`src/rtl/sensor_frame_gen.sv`:
```
`default_nettype none
// ============================================================================
//  Module      : sensor_frame_gen
//  Description : Packs a narrow pattern stream into wide beats and emits
//                framed AXI-Stream packets: one header beat, a programmable
//                number of data beats, then a programmable idle gap.
//  Revision    : 1.0 - initial release
// ============================================================================
module sensor_frame_gen #(
    parameter int PATTERN_WIDTH = 32,
    parameter int OUT_WIDTH     = 512
) (
    input  logic                     clk,
    input  logic                     resetn,
    input  logic                     i_ENABLE,
    input  logic [15:0]              i_FRAME_BEATS,
    input  logic [15:0]              i_GAP_CYCLES,
    output logic [31:0]              o_FRAME_COUNT,
    output logic                     o_BUSY,
    input  logic [PATTERN_WIDTH-1:0] AXIS_IN_TDATA,
    input  logic                     AXIS_IN_TVALID,
    output logic                     AXIS_IN_TREADY,
    output logic [OUT_WIDTH-1:0]     AXIS_OUT_TDATA,
    output logic                     AXIS_OUT_TVALID,
    output logic                     AXIS_OUT_TLAST,
    input  logic                     AXIS_OUT_TREADY
);

    localparam int                  c_RATIO     = OUT_WIDTH / PATTERN_WIDTH;
    localparam int                  c_SLOT_W    = $clog2(c_RATIO);
    localparam logic [c_SLOT_W-1:0] c_LAST_SLOT = c_SLOT_W'(c_RATIO - 1);
    localparam logic [31:0]         c_MAGIC     = 32'hA5A5_5A5A;

    typedef enum logic [1:0] {
        ST_IDLE   = 2'd0,
        ST_HEADER = 2'd1,
        ST_DATA   = 2'd2,
        ST_GAP    = 2'd3
    } state_t;

    state_t                r_state;
    state_t                w_state_next;

    // Frame configuration captured when the header is loaded
    logic [15:0]           r_fb;
    logic [15:0]           r_gap;
    logic [15:0]           r_gap_ctr;

    // Beats completed into the output register / beats handed downstream
    logic [15:0]           r_pack_count;
    logic [15:0]           r_send_count;

    logic [c_SLOT_W-1:0]   r_slot;
    logic [OUT_WIDTH-1:0]  r_gather;
    logic [OUT_WIDTH-1:0]  r_out_data;
    logic                  r_out_valid;
    logic [31:0]           r_frame_count;

    logic [15:0]           w_fb_eff;
    logic [OUT_WIDTH-1:0]  w_header;
    logic [OUT_WIDTH-1:0]  w_beat;
    logic                  w_last_slot;
    logic                  w_in_ready;
    logic                  w_in_fire;
    logic                  w_out_fire;
    logic                  w_out_last;

    // Header image and the completed beat (gather plus the arriving pattern)
    always_comb begin
        w_fb_eff        = (i_FRAME_BEATS == 16'd0) ? 16'd1 : i_FRAME_BEATS;
        w_header        = '0;
        w_header[31:0]  = c_MAGIC;
        w_header[63:32] = r_frame_count;
        w_header[79:64] = w_fb_eff;
        w_beat          = r_gather;
        w_beat[(c_RATIO-1)*PATTERN_WIDTH +: PATTERN_WIDTH] = AXIS_IN_TDATA;
    end

    // The last pattern of a beat may only be taken if the output register
    // is empty or draining this cycle; earlier slots only touch the gather.
    assign w_last_slot = (r_slot == c_LAST_SLOT);
    assign w_in_ready  = (r_state == ST_DATA) && (r_pack_count < r_fb) &&
                         (!w_last_slot || !r_out_valid || AXIS_OUT_TREADY);
    assign w_in_fire   = w_in_ready && AXIS_IN_TVALID;
    assign w_out_fire  = r_out_valid && AXIS_OUT_TREADY;
    assign w_out_last  = (r_state == ST_DATA) && r_out_valid &&
                         (r_send_count == r_fb - 16'd1);

    // State register
    always_ff @(posedge clk) begin
        if (!resetn) begin
            r_state <= ST_IDLE;
        end else begin
            r_state <= w_state_next;
        end
    end

    // Next-state decode
    always_comb begin
        w_state_next = r_state;
        case (r_state)
            ST_IDLE: begin
                if (i_ENABLE) begin
                    w_state_next = ST_HEADER;
                end
            end
            ST_HEADER: begin
                if (w_out_fire) begin
                    w_state_next = ST_DATA;
                end
            end
            ST_DATA: begin
                if (w_out_fire && w_out_last) begin
                    w_state_next = (r_gap == 16'd0) ? ST_IDLE : ST_GAP;
                end
            end
            ST_GAP: begin
                if (r_gap_ctr <= 16'd1) begin
                    w_state_next = ST_IDLE;
                end
            end
            default: w_state_next = ST_IDLE;
        endcase
    end

    // Datapath: header load, packing, output register, counters
    always_ff @(posedge clk) begin
        if (!resetn) begin
            r_fb          <= '0;
            r_gap         <= '0;
            r_gap_ctr     <= '0;
            r_pack_count  <= '0;
            r_send_count  <= '0;
            r_slot        <= '0;
            r_gather      <= '0;
            r_out_data    <= '0;
            r_out_valid   <= 1'b0;
            r_frame_count <= '0;
        end else begin
            case (r_state)
                ST_IDLE: begin
                    if (i_ENABLE) begin
                        r_fb        <= w_fb_eff;
                        r_gap       <= i_GAP_CYCLES;
                        r_out_data  <= w_header;
                        r_out_valid <= 1'b1;
                    end
                end
                ST_HEADER: begin
                    if (w_out_fire) begin
                        r_out_valid  <= 1'b0;
                        r_pack_count <= '0;
                        r_send_count <= '0;
                        r_slot       <= '0;
                    end
                end
                ST_DATA: begin
                    if (w_out_fire) begin
                        r_out_valid  <= 1'b0;
                        r_send_count <= r_send_count + 16'd1;
                        if (w_out_last) begin
                            r_frame_count <= r_frame_count + 32'd1;
                            r_gap_ctr     <= r_gap;
                        end
                    end
                    // A completing beat overrides the drain above, so the
                    // output register refills in the same cycle it empties.
                    if (w_in_fire) begin
                        if (w_last_slot) begin
                            r_out_data   <= w_beat;
                            r_out_valid  <= 1'b1;
                            r_slot       <= '0;
                            r_pack_count <= r_pack_count + 16'd1;
                        end else begin
                            r_gather[r_slot*PATTERN_WIDTH +: PATTERN_WIDTH] <= AXIS_IN_TDATA;
                            r_slot <= r_slot + 1'b1;
                        end
                    end
                end
                ST_GAP: begin
                    r_gap_ctr <= r_gap_ctr - 16'd1;
                end
                default: ;
            endcase
        end
    end

    assign AXIS_IN_TREADY  = w_in_ready;
    assign AXIS_OUT_TDATA  = r_out_data;
    assign AXIS_OUT_TVALID = r_out_valid;
    assign AXIS_OUT_TLAST  = w_out_last;
    assign o_FRAME_COUNT   = r_frame_count;
    assign o_BUSY          = (r_state != ST_IDLE);

endmodule
`default_nettype wire
```
`config.mk`:
```
export PLATFORM = sky130hd
export DESIGN_NAME = sensor_frame_gen
export DESIGN_NICKNAME = d
export VERILOG_FILES = /design/src/rtl/sensor_frame_gen.sv
export SDC_FILE = /design/constraint.sdc
export NUM_CORES = 2
export LEC_CHECK = 0
export ABC_AREA = 1
export CAP_MARGIN = 30
export CORE_UTILIZATION = 45
export DETAILED_ROUTE_END_ITERATION = 8
export PLACE_DENSITY = 0.67
export SYNTH_ARGS = -nofsm -noshare
export SYNTH_HDL_FRONTEND = slang
export SYNTH_SLANG_ARGS = --single-unit
```
`constraint.sdc`:
```
create_clock -name clk -period 3.2 [get_ports clk]
set_input_delay 0.64 -clock clk [delete_from_list [all_inputs] [get_ports clk]]
set_output_delay 0.64 -clock clk [all_outputs]
set_load 0.005 [all_outputs]
```
# == Word level (Yosys, flattened, before mapping) ==
# Index checks and enable logic that the tools add are counted.
# classes
n_addsub,7
eq_ne,13
n_mux,30
shifts,2
magnitude_cmp,2
bitwise_logic,1
n_reduce_logical,29
# op_table
op,count
$mux W512,3
$pmux W512 S2,1
$bwmux W512,1
$shift A32 B34 Y512 const A,1
$shiftx A32 B34 Y512,1
$mux W16,7
$pmux W16 S2,3
$neg A9 Y34,1
$add A16 B1 Y16 const B,2
$add A32 B1 Y32 const B,1
$logic_not A16 Y1,2
$sub A16 B1 Y16 const B,2
$eq A16 B16 Y1,1
$le A16 B1 Y1 const B,1
$lt A16 B16 Y1,1
$reduce_and A3 Y1,5
$ne A2 B2 Y1 const B,7
$mux W4,3
$reduce_and A4 Y1,3
$mux W2,5
$pmux W2 S4,1
$pmux W4 S2,1
$reduce_bool A2 Y1,4
$logic_and A1 B1 Y1,7
13 further kinds,20
# totals
inputBits,69
ff_bits,1143

# == Depth between registers and ports, before layout ==
# logic_depth
word_depth,8
depth_mapped,19
depth_no_buf,18

# == Worst setup path after synthesis ==
# No wires, ideal clock.
# synth_timing
kind,reg-to-reg
start,register r_slot[0]
end,register r_gather[24]
path_stages_with_launch,12
slack_ps,534
t_arrival_ps,2550
setup_time_ps,116
path_cell_list,dfxtp_1 -> inv_1 -> clkbuf_1 -> buf_1 -> ha_1 -> nor2_1 -> inv_1 -> nor3_1 -> nand2_1 -> clkbuf_1 -> o21ai_0 -> nor2_1
# synth_between
elab_chain_len,7
elab_cells_between_ends,12
# synth_lines
element,line_no,text
from (decl),53,logic [c_SLOT_W-1:0] r_slot;
from (signal assigned),176,r_slot <= r_slot + 1'b1;
"parallel branches: the longest is 7 deep, another holds $neg A9 Y34",n/a,
to (signal assigned),135,r_gather <= '0;
"to (signal, indexed assignment)",175,r_gather[r_slot*PATTERN_WIDTH +: PATTERN_WIDTH] <= AXIS_IN_TDATA;
to (decl),54,logic [OUT_WIDTH-1:0] r_gather;
# Parallel ways; which one is timed is not known.
# A chain may end at the register's enable or synchronous reset.

# == Final worst setup path ==
# layout_timing
start,register r_fb[1]
end,output AXIS_OUT_TLAST
# layout_between
elab_chain_len,3
# layout_lines
element,line_no,text
from (decl),45,logic [15:0] r_fb;
from (signal assigned),143,r_fb <= w_fb_eff;
$sub A16 B1 Y16,87,(r_send_count == r_fb - 16'd1);
$eq A16 B16 Y1,87,
$logic_and A1 B1 Y1,86,assign w_out_last = (r_state == ST_DATA) && r_out_valid &&
to (decl),25,"output logic AXIS_OUT_TLAST,"
# No other way between the ends.

==> results.md <==
* Status: finished with violations
* Failing checks: setup timing
* Final Util at between 50 and 60%
* WP data arrival at 2.61 ns
* Startpoint Class: register
* Detailed placer's ending HPWL at ~120 mm
* Total CTS buffers at 114
* FF-to-FF setup slack at between 0.2 and 0.25 ns
* Fin nets at 7154
* Hold Path Sink: r_gap_ctr[9]$_SDFFE_PN0P_
* Io pins at between 600 and 700
* Final design area excluding fillers at 0.06007 mm^2
* Combinational power share at 32.3%
* Post-synth top area share at 46.50%
* DRT Pass-1 Iters at 7
* H-tree levels at 3
* Core ar. at around 0.11 mm^2
* VDD IR max at roughly 0.0005 V
* Routed WL per cell at 21.61 um
* Worst r2r dst: r_gather[137]$_SDFFE_PN0P_
* Worst Hold Depth at 3
* Routed wire length at approximately 180 mm
* Clock Tree Root: clkbuf_16
* Vias at 48620
* Area after DPL at around 0.056 mm^2
* Adder-cell share of the synthesized area at less than 1%
* Crit path kind: register to primary output
* Area growth from synthesis to final layout at 25.59%
* Yosys cell types at 38
* Seq/Total Area, Yosys at roughly 47%
* Maxcap violations at 0
* Initial antenna violation count at 6
* WP data required at ~2.6 ns
* Filler cells at just under 10000
* Slew @ Worst Pin at about 1.1 ns
* Placed Cells incl. Taps at about 8300
* Ys async rst share at 0%
* GR Util All Layers at 32.72%
* Placer congestion estimate at roughly 0.95
* Detailed Route Iter0 Violations at about 5400
* Setup repair after global routing missed its margin: yes
* Syn_nets at ~6800
* Synth top area cells: dfxtp_1 (47%), nand2_1 (11%), a21oi_1 (8.4%), nand4_1 (7.4%), nor2_1 (5.1%)
* Largest net degree at the start of global routing at about 120
* Avg Vias per Cell at 5.691
* Final hold violations at 0
* Syn Area/Cell at approximately 7.2 um^2
* Synth top cells by count: nand2_1 (1364), dfxtp_1 (1111), a21oi_1 (801)
* Slew headroom at about a quarter
* CP Capture Type: primary output
* CTS tree: yes
* CTS max path bufs at 3
* Internal power at about 0.026 W
* Sequential share of power at about a third
* Post-layout min period at between 3 and 4 ns
* Clk_skew at 0.04173 ns
* Die W at approximately 330 um
* Xor/xnor share of the synthesized area at under 10%
* Power per standard cell area at between 700 and 800 mW/mm^2
* R2R depth at 16
* Chip height at between 300 and 400 um
* Top-count cell post-synth: nand2_1
* Vias in the first global route at roughly 44000
* Yosys warns at 0
* Worst-skew pair later-pin latency at 0.74 ns
* Post-Layout Cell Count at approximately 8500
* Hold path startpoint: resetn
* Ys flop type: dfxtp_1
* Switching share of total power at between 30% and 40%
* Largest family of logic cells by synthesized area: simple AND/OR/NAND/NOR gates
* Hold Path Class: input pin to register
* PortBufs at a little over 600
* Fmax at roughly 0.3 GHz
* Clock share of power at 33.2%
* Starting Density at a little under half
* First-pass GRT wire length at between 200 and 300 mm
* Sw power at between 0.015 and 0.02 W
* Share of cells above drive strength 1 at under 10%
* Synth Cell Area at roughly 0.048 mm^2
* Final ANT Viol Nets at 0
* DR DRC count at 0
* Die area at 0.1076 mm^2
* Post-synthesis mux area share at 0%
* Slew Limit Fails at 0
* Tcrit/Tclk final at 101.5%
* EDFF count, synth at 0
* P_leak at roughly 22 nW
* Post-synthesis compound-gate area fraction at between 10% and 20%
* # clock sinks at between 1000 and 1500
* Final setup viols at 1
* Clock transition at the registers of the reported paths at roughly 0.060 ns
* Grt ovf at 0
* Hold_buf cts at 0
* Syn Inst Count at roughly 6700
* Synthesized flop and latch total at about 1100
* Setup ws final at -0.04880 ns
* Cell taking the most area after synthesis: dfxtp_1
* Row cnt at 119
* Reg2reg start: r_fb[7]$_SDFFE_PN0P_
* Simple logic cell fraction of the synthesized area at around 31%
* Crit-path max FO at 4
==> per-stage QoR <==
| stage | setup slack (ns) | power (W) | setup TNS, ns | hold WS, ns |
|---|---|---|---|---|
| 6_report | -0.04880 | 0.04210 | -0.04880 | 0.3310 |
| 5_1_grt | -0.2018 | 0.04366 | -0.2018 | 0.3387 |
| 4_1_cts | -0.1137 | 0.04185 | -0.1137 | 0.2913 |
| 3_5_place_dp | -0.02720 | 0.02786 | -0.02720 | 0.4520 |
| 3_3_place_gp | -0.002230 | 0.02781 | -0.002230 | 0.4473 |
| 2_1_floorplan | 0.5344 | 0.02277 | 0 | 0.4270 |
==> sequential cells by signal, indices dropped and copies added, names as in the netlist, 2 cells and up <==
register	count
AXIS_OUT_TDATA	512
o_FRAME_COUNT	32
r_fb	16
r_gap	16
r_gap_ctr	16
r_gather	480
r_pack_count	16
r_send_count	16
r_slot	4
r_state	2
==> critical path: stages, from the launching register on <==
cell	delay, ns
dfxtp_4	0.36
inv_4	0.06
ha_4	0.17
nand2_4	0.07
buf_4	0.14
nand2_1	0.08
and2_4	0.16
xor2_2	0.14
nand2_1	0.07
nor2_1	0.14
nand2_1	0.08
nor4_2	0.16
buf_4	0.18
buf_6	0.09
==> kinds of logic after synthesis <==
group / count (synthesis)
compound gates: 1133
buf+inv: 1087
xor+xnor: 58
flops: 1111
fa+ha+maj: 30
simple gates: 3266
==> power by group through the flow <==
stage,logic [W],registers (W),clock network [W]
after CTS,0.0132,0.0145,0.0141
after detailed placement,0.0130,0.0148,0
after global placement,0.0130,0.0148,0
after floorplan,0.00807,0.0147,0
after global routing,0.0144,0.0146,0.0147
final,0.0136,0.0145,0.0140
==> area by class of cell <==
| cell class | count | area [um^2] | area share [%] |
|---|---|---|---|
| Clock inverter | 58 | 694.4 | 1.156 |
| Antenna cell | 2 | 5.005 | 0.008332 |
| Timing Repair Buffer | 840 | 8728 | 14.53 |
| Sequential cell | 1111 | 22270 | 37.07 |
| Inverter | 500 | 1898 | 3.160 |
| Multi-Input combinational cell | 4488 | 21520 | 35.83 |
| Tap cell | 1391 | 1740 | 2.897 |
| Clock buffer | 154 | 3213 | 5.349 |
==> worst max path at each step <==
stage	start	endpoint	slack [ns]	depth (start not counted)
floorplan	r_slot[0]$_SDFFE_PN0P_	r_gather[24]$_SDFFE_PN0P_	0.53	11
global placement	r_fb[1]$_SDFFE_PN0P_	AXIS_OUT_TLAST	-0.002	13
detailed placement	r_fb[1]$_SDFFE_PN0P_	AXIS_OUT_TLAST	-0.03	13
CTS	r_fb[1]$_SDFFE_PN0P_	AXIS_OUT_TLAST	-0.11	13
global route	r_fb[5]$_SDFFE_PN0P_	AXIS_OUT_TLAST	-0.20	12
finish	r_fb[1]$_SDFFE_PN0P_	AXIS_OUT_TLAST	-0.05	13
==> placed cells by master (no fill, tap or decap), types with 8 or more instances in the layout <==
cell type / n
buf_4: 150
nand3_1: 274
nand2_2: 15
bufinv_16: 12
buf_12: 66
nor2_1: 634
xor2_1: 46
nor4_1: 46
ha_1: 25
clkbuf_1: 19
o21ai_0: 269
dfxtp_1: 1100
nor2_4: 8
clkinv_2: 31
o21ai_1: 48
nand2_1: 1351
inv_1: 479
nor3_1: 341
a21oi_1: 801
xnor2_1: 9
clkbuf_8: 22
inv_2: 14
clkdlybuf4s50_1: 613
nor2_2: 11
nand4_1: 568
clkbuf_16: 116
==> layer usage <==
layer | up-vias | track usage [%] | routed length (um)
li1 | 23070 | - | -
met1 | 23090 | 44.73 | 78760
met2 | 2093 | 50.83 | 82750
met3 | 364 | 5.151 | 14580
met4 | 6 | 14.52 | 8554
met5 | - | 0 | 41
==> what timing repair did <==
action / in CTS / in global routing
setup endpoints to repair: 2 / 6
pin swaps: 17 / 8
cloned: 1 / 2
setup buffers: 9 / 5
resized for setup: 54 / 20
hold endpoints to repair: 0 / 0
Power figures use the tool's default switching activity.
